**config.mk**
```make
export PLATFORM = sky130hd
export DESIGN_NAME = instruction_loader
export DESIGN_NICKNAME = d
export VERILOG_FILES = /design/src/rtl/instruction_loader_pkg.sv /design/src/rtl/instruction_loader.sv
export SDC_FILE = /design/constraint.sdc
export NUM_CORES = 1
export LEC_CHECK = 0
export BUFFER_PORTS_ARGS = -buffer_cell sky130_fd_sc_hd__buf_2
export CORE_AREA = 4 4 87 89
export DETAILED_ROUTE_END_ITERATION = 10
export DIE_AREA = 0 0 91 93
export PLACE_DENSITY = 0.85
export SETUP_SLACK_MARGIN = 0.15
export SYNTH_ARGS = -nofsm -noshare
export SYNTH_HDL_FRONTEND = slang
export SYNTH_SLANG_ARGS = --single-unit
```
**constraint.sdc**
```tcl
create_clock -name i_clk -period 4.3 [get_ports i_clk]
set_input_delay 0.215 -clock i_clk [delete_from_list [all_inputs] [get_ports i_clk]]
set_output_delay 0.215 -clock i_clk [all_outputs]
set_load 0.02 [all_outputs]
```
**src/rtl/instruction_loader_pkg.sv**
```systemverilog
// Shared pipeline definitions for the instruction loader: FSM state codes
// and the helper that sizes the largest loadable program.
package instruction_loader_pkg;

  localparam int STATE_WIDTH = 3;

  localparam logic [STATE_WIDTH-1:0] ST_IDLE   = 3'd0;
  localparam logic [STATE_WIDTH-1:0] ST_LEN_LO = 3'd1;
  localparam logic [STATE_WIDTH-1:0] ST_LEN_HI = 3'd2;
  localparam logic [STATE_WIDTH-1:0] ST_LOAD   = 3'd3;
  localparam logic [STATE_WIDTH-1:0] ST_DONE   = 3'd4;
  localparam logic [STATE_WIDTH-1:0] ST_ERROR  = 3'd5;

  localparam int unsigned WORD_BYTES = 4;

  // Number of 32-bit words that fit in a byte-addressed memory of this width.
  function automatic int unsigned max_words(input int unsigned addr_width);
    return (32'd1 << addr_width) / WORD_BYTES;
  endfunction

endpackage

```
**src/rtl/instruction_loader.sv**
```systemverilog
// Receives a little-endian 16-bit word count followed by 4*count bytes from
// the UART and writes them byte by byte into instruction memory while the CPU is held.
module instruction_loader #(
  parameter int ADDR_WIDTH     = 12,
  parameter int TIMEOUT_CYCLES = 1000000
) (
  input  logic                  i_clk,
  input  logic                  i_reset,
  input  logic                  i_start,
  input  logic [7:0]            i_rx_data,
  input  logic                  i_rx_valid,
  output logic                  o_write_instruction_mem,
  output logic [31:0]           o_instruction_mem_addr,
  output logic [31:0]           o_instruction_mem_data,
  output logic                  o_cpu_halt,
  output logic                  o_busy,
  output logic                  o_done,
  output logic                  o_error,
  output logic [ADDR_WIDTH:0]   o_byte_count
);

  import instruction_loader_pkg::*;

  localparam int          TW           = $clog2(TIMEOUT_CYCLES + 1);
  localparam logic [31:0] MAX_WORDS    = 32'(max_words(ADDR_WIDTH));
  localparam logic [TW-1:0] TIMEOUT_LAST = TW'(TIMEOUT_CYCLES - 1);

  logic [STATE_WIDTH-1:0] r_state;
  logic [15:0]            r_word_count;
  logic [ADDR_WIDTH:0]    r_byte_count;
  logic [TW-1:0]          r_timeout;
  logic                   r_we;
  logic                   r_done;
  logic [ADDR_WIDTH-1:0]  r_addr;
  logic [7:0]             r_data;

  logic        w_in_session;
  logic        w_start;
  logic [15:0] w_length;
  logic [31:0] w_total_bytes;
  logic        w_last_byte;

  assign w_in_session  = (r_state == ST_LEN_LO) || (r_state == ST_LEN_HI) || (r_state == ST_LOAD);
  assign w_start       = i_start && ((r_state == ST_IDLE) || (r_state == ST_DONE) || (r_state == ST_ERROR));
  assign w_length      = {i_rx_data, r_word_count[7:0]};
  assign w_total_bytes = {14'd0, r_word_count, 2'b00};
  assign w_last_byte   = (32'(r_byte_count) + 32'd1) == w_total_bytes;

  // A start always wins; bytes are only consumed while a session is active,
  // and any silent cycle in a session advances the abort timer.
  always_ff @(posedge i_clk) begin
    if (i_reset) begin
      r_state      <= ST_IDLE;
      r_word_count <= '0;
      r_byte_count <= '0;
      r_timeout    <= '0;
      r_we         <= 1'b0;
      r_done       <= 1'b0;
      r_addr       <= '0;
      r_data       <= '0;
    end else begin
      r_we   <= 1'b0;
      r_done <= 1'b0;
      if (w_start) begin
        r_state      <= ST_LEN_LO;
        r_word_count <= '0;
        r_byte_count <= '0;
        r_timeout    <= '0;
        r_addr       <= '0;
      end else if (w_in_session) begin
        if (i_rx_valid) begin
          r_timeout <= '0;
          case (r_state)
            ST_LEN_LO: begin
              r_word_count[7:0] <= i_rx_data;
              r_state           <= ST_LEN_HI;
            end
            ST_LEN_HI: begin
              r_word_count <= w_length;
              if (w_length == 16'd0) begin
                r_state <= ST_DONE;
                r_done  <= 1'b1;
              end else if (32'(w_length) > MAX_WORDS) begin
                r_state <= ST_ERROR;
              end else begin
                r_state <= ST_LOAD;
              end
            end
            default: begin
              r_we         <= 1'b1;
              r_addr       <= r_byte_count[ADDR_WIDTH-1:0];
              r_data       <= i_rx_data;
              r_byte_count <= r_byte_count + 1'b1;
              if (w_last_byte) begin
                r_state <= ST_DONE;
                r_done  <= 1'b1;
              end
            end
          endcase
        end else if (r_timeout == TIMEOUT_LAST) begin
          r_state <= ST_ERROR;
        end else begin
          r_timeout <= r_timeout + 1'b1;
        end
      end
    end
  end

  assign o_write_instruction_mem = r_we;
  assign o_instruction_mem_addr  = 32'(r_addr);
  assign o_instruction_mem_data  = {24'd0, r_data};
  assign o_cpu_halt              = (r_state != ST_DONE);
  assign o_busy                  = w_in_session;
  assign o_done                  = r_done;
  assign o_error                 = (r_state == ST_ERROR);
  assign o_byte_count            = r_byte_count;

endmodule

```
[Word level (Yosys, flattened, before mapping)]
Index checks and enable logic that the tools add are counted.
Operators by class
  add/sub/neg operators: 3
  multipliers: 0
  divide/modulo/power cells: 0
  order comparisons: 1
  equal/unequal tests: 11
  shift-type cells: 0
  multiplexer cells: 14
  bitwise logic cells: 4
  reduce and logical (&&, ||, !) cells: 20
Operator list (count)
  $mux W20: 2
  $add A20 B1 Y20 const B: 1
  $eq A20 B20 Y1 const B: 1
  $eq A14 B18 Y1: 1
  $gt A16 B11 Y1 const B: 1
  $logic_not A16 Y1: 1
  $mux W3: 5
  $reduce_and A3 Y1: 5
  $add A13 B1 Y14 const B: 1
  $add A13 B1 Y13 const B: 1
  $eq A3 B2 Y1 const B: 2
  $eq A3 B3 Y1 const B: 2
  $pmux W3 S2: 1
  $mux W1: 5
  $ne A5 B1 Y1 const B: 1
  $logic_or A1 B1 Y1: 4
  $ne A4 B1 Y1 const B: 1
  $not A1 Y1: 4
  $reduce_and A4 Y1: 1
  $reduce_bool A2 Y1: 2
  $reduce_or A2 Y1: 2
  $reduce_or A4 Y1: 1
  $eq A3 B1 Y1 const B: 1
  $logic_not A3 Y1: 1
  6 further kinds: 6
Storage, ports and cells
  flip-flop bits (word level): 74
  latch bits: 0
  RAM bits: 0
  ROM bits: 0
  word-level logic and storage cells: 63
  memories: 0

[Logic depth before layout (Yosys ltp)]
  depth in word-level cells: 7
  mapped depth: 8
  gate-level depth less buffers: 8

[Worst setup path before layout]
Ideal clock, no wire load.
  path type: flip-flop to flip-flop
  start: register r_byte_count[0], in the netlist o_byte_count[0]
  end: register r_state[0]
  arrival: 1.934 ns
  data required time: 4.168 ns
  slack: 2.234 ns
  stages on the path, launching flop included: 9
  buffers on the path: 0
  period minus slack after synthesis: 2.066 ns
  path through: dfxtp_1 -> ha_1 -> and3_1 -> nand3_1 -> a221oi_2 -> nand3_2 -> nor4_4 -> o211ai_1 -> nor3b_1
On the way
  longest elaborated chain between the ends: 4
Ends and longest elaborated chain
  start, declared: RTL line instruction_loader.sv:30  | logic [ADDR_WIDTH:0] r_byte_count;
  start signal, assigned: RTL line instruction_loader.sv:93  | r_byte_count <= r_byte_count + 1'b1;
  $add A13 B1 Y14: RTL line instruction_loader.sv:47  | assign w_last_byte = (32'(r_byte_count) + 32'd1) == w_total_bytes;
  $eq A14 B18 Y1: RTL line instruction_loader.sv:47
  $ne A5 B1 Y1 (no line)
  $reduce_and A3 Y1 (no line)
  end signal, assigned: RTL line instruction_loader.sv:53  | r_state <= ST_IDLE;
  end signal, assigned: RTL line instruction_loader.sv:65  | r_state <= ST_LEN_LO;
  end signal, assigned: RTL line instruction_loader.sv:76  | r_state <= ST_LEN_HI;
  end, declared: RTL line instruction_loader.sv:28  | logic [STATE_WIDTH-1:0] r_state;
Every way passes these cells.
A chain may end at the register's enable or synchronous reset.

[Worst setup path after layout]
Same ends and word-level chain as after synthesis.

==> metrics.md <==
| Metric | Value |
|---|---|
| Ys Warns | 0 |
| Crit path buf inv count | 0 |
| CTS tree | yes |
| Critical-path cell list | ha_1 > and3_1 > nand3_1 > a221oi_2 > nand3_2 > nor4_4 > o211ai_1 > nor3b_1 |
| Final setup viols | 0 |
| Critical Path End Type | flop |
| Largest net degree at the start of global routing | 48 |
| P_sw | 0.376 mW |
| Share of layout cells above drive strength 1 | roughly 16% |
| Synth Area in Compound Gates | approximately 12% |
| CTS buffer count | 9 |
| Maximum clock rate | 450 MHz |
| Layout area overhead | 8.11% |
| Adder-cell share of the synthesized area | less than 1% |
| CTS max path bufs | 2 |
| HP Class | in2reg |
| Tot GR Track Use | 19.4% |
| Starting density of the core | 56.4% |
| DP Area | approximately 3900 um^2 |
| Internal Power | 1.05 mW |
| Placed cells | 580 |
| Crit path launch type | flop |
| Final ANT Viol Nets | 0 |
| Chip height | 93 um |
| Std cell rows | 30 |
| Maxcap violations | 0 |
| Clock slew at reported path FFs | 80 ps |
| Final max-slew violation count | 0 |
| Number of flops mapped to enable cells by yosys | 0 |
| Net count, final | 525 |
| Clock share of power | between 40% and 50% |
| Register area share after synthesis | about two fifths |
| Power share of the sequential group | 49.2% |
| WS Path Type | reg2reg |
| Max FO, Critical Path | 6 |
| Comb power frac | 8.7% |
| Simple-gate area share of the yosys netlist | 27.1% |
| Initial antenna violation count | 0 |
| TritonCTS Sinks | 74 |
| Root Driver | clkbuf_8 |
| Sw Share | 26.4% |
| IO Pins | 94 |
| Worst vdd ir | roughly 0.00025 V |
| Vias per cell | 5.32 |
| Core ar. | between 6000 and 7000 um^2 |
| Critical path required time | 4540 ps |
| Worst path arrival time | 2470 ps |
| Period utilization | 51.7% |
| CTS hold repair buffers | 0 |
| Number of distinct library cells after synthesis | 57 |
| Die Wd | 91 um |
| Outcome | complete, no violations |
| Hold_ws | roughly 130 ps |
| Cell family with most CP delay | simple AND/OR/NAND/NOR gates |
| Slowest cell on crit path | dfxtp_1 |
| Initial DRT Pass Iterations | 5 |
| Insertion delay to the later sink of the worst-skew pair | 360 ps |
| Largest stage delay, worst path | 430 ps |
| Initial DRC count | 208 |
| Setup_tns | 0 ps |
| First-pass GRT wire length | 13.4 mm |
| Die Area | 8460 um^2 |
| Ys async rst share | 0% |
| Total wire length | 8.09 mm |
| Static Leakage | 1.61 nW |
| Routed WL per cell | 13.6 um |
| Xor and xnor fraction of the mapped netlist area | 9.55% |
| Post-Syn Area per Cell | 8.06 um^2 |
| Yosys reg bits | 74 |
| Final Skew | approximately 8 ps |
| Cell count after synthesis | 473 |
| Worst Tran Pin Value | 632 ps |
| Largest family of logic cells by synthesized area | simple AND/OR/NAND/NOR gates |
| DRC errors left | 0 |
| Fin. Hold Viols | 0 |
| Pwr per Cell Area | 346 nW/um^2 |
| Number of buffers added on ports | a little under 50 |
| Postcts setup bufs | 0 |
| Diodes inserted | 0 |
| DR vias | 3172 |
| RSZ-0062 raised after global routing | false |
| Grt total ovfl | 0 |
| Placed wire-length estimate | 5.77 mm |
| Final Instance Area | 4120 um^2 |
| Final Critical Period | 2220 ps |
| Number of global-route vias before repair | approximately 2900 |
| RD Place Congestion | between 0.8 and 0.9 |
| H-tree depth | 3 |
| Post-CTS sizing | 0 |
| Main synth FF type | dfxtp_1 |
| Final std cells w/o fill | 596 |
| Mapped cell area | 3810 um^2 |
| Mux contribution to synthesized area | 0.263% |
| Worst slew margin | about 58% |
metrics by stage:
step	setup slack (ps)	utilization [%]	power [mW]
floorplan	2230	-	0.844
global placement	2250	57.8	0.835
detailed placement	2140	57.8	0.837
CTS	2090	61.0	1.43
global route	1930	61.0	1.47
finish	2080	61.0	1.42
cells by family after synthesis:
family / after synthesis
AOI/OAI and AO/OA: 75
and+or+nand+nor: 208
buffers and inverters: 73
DFF: 74
xor gates and xnor gates: 39
adders and majority gates: 2
other: 1
muxes: 1
layer usage:
metal | part of all wire, % | routed length (um) | global-route usage [%] | up-vias
met4 | 1.5 | 120 | 7.79 | 0
met1 | 44 | 3580 | 24.7 | 1469
met5 | 0 | 0 | 0 | -
met2 | 47 | 3810 | 31.1 | 116
li1 | - | - | - | 1573
met3 | 7.3 | 587 | 5.47 | 14
cell usage in the layout, fill, tap and decap left out, types with 3 or more instances in the layout:
cell      instances
nand4_1           4
nand2_1          92
or3_1            10
buf_4             3
dfxtp_1          74
xnor2_1          14
nand3_1          21
clkbuf_8          9
buf_2            49
conb_1           44
nor3b_1           3
a21oi_1          49
nor2_1           38
inv_1             4
a21o_1            3
nor4_1            4
nor3_1            6
xor2_1           22
and3_1            8
o21ai_0           8
state kept, by name, summed over array words and instances, names as in the netlist:
name and cells:
o_byte_count 13, o_done 1, o_write_instruction_mem 1, r_addr 12
r_data 8, r_state 3, r_timeout 20, r_word_count 16
cell usage after synthesis, types with 3 or more instances:
| cell | n | area (um^2) |
|---|---|---|
| nand2_1 | 92 | 345 |
| dfxtp_1 | 74 | 1480 |
| a21oi_1 | 49 | 245 |
| buf_4 | 45 | 338 |
| nor2_1 | 38 | 143 |
| xor2_1 | 22 | 193 |
| nand3_1 | 21 | 105 |
| xnor2_1 | 14 | 123 |
| clkbuf_1 | 12 | 45.0 |
| or3_1 | 10 | 62.6 |
| and3_1 | 8 | 50.1 |
| o21ai_0 | 8 | 40.0 |
| nor3_1 | 6 | 30.0 |
| buf_1 | 5 | 18.8 |
| buf_2 | 5 | 25.0 |
| inv_1 | 4 | 15.0 |
| nand4_1 | 4 | 25.0 |
| nor4_1 | 4 | 25.0 |
| a21o_1 | 3 | 22.5 |
| nor3b_1 | 3 | 22.5 |
worst reg2reg max path, stage by stage (launching register included):
cell,delay (ps)
dfxtp_1,430
ha_1,250
and3_1,230
nand3_1,160
a221oi_2,290
nand3_2,120
nor4_4,310
o211ai_1,150
nor3b_1,160
power by group through the flow:
| stage | combinational [mW] | sequential, mW | clock (mW) |
|---|---|---|---|
| after floorplan | 0.131 | 0.713 | 0 |
| after global placement | 0.119 | 0.716 | 0 |
| after detailed placement | 0.121 | 0.717 | 0 |
| after CTS | 0.122 | 0.701 | 0.603 |
| after global routing | 0.134 | 0.703 | 0.634 |
| final | 0.124 | 0.701 | 0.600 |
final timing paths:
path / start / end / slack (ps) / cells past startpoint
max: o_byte_count[0]$_SDFFE_PP0P_ / r_state[0]$_SDFFE_PP0P_ / 2080 / 8
min: i_rx_data[3] / r_word_count[11]$_SDFFE_PP0P_ / 130 / 3
max reg2reg: o_byte_count[0]$_SDFFE_PP0P_ / r_state[0]$_SDFFE_PP0P_ / 2080 / 8
min reg2reg: r_addr[2]$_SDFFE_PP0P_ / r_addr[2]$_SDFFE_PP0P_ / 460 / 2
cell type report:
class,count,area (um^2)
fill,573,2640
multi-input combinational,369,2040
sequential,74,1480
timing repair buffer,52,268
clock buffer,10,128
tap,80,100
clock inverter,6,90.1
inverter,5,18.8
(Power assumes the default switching activity.)
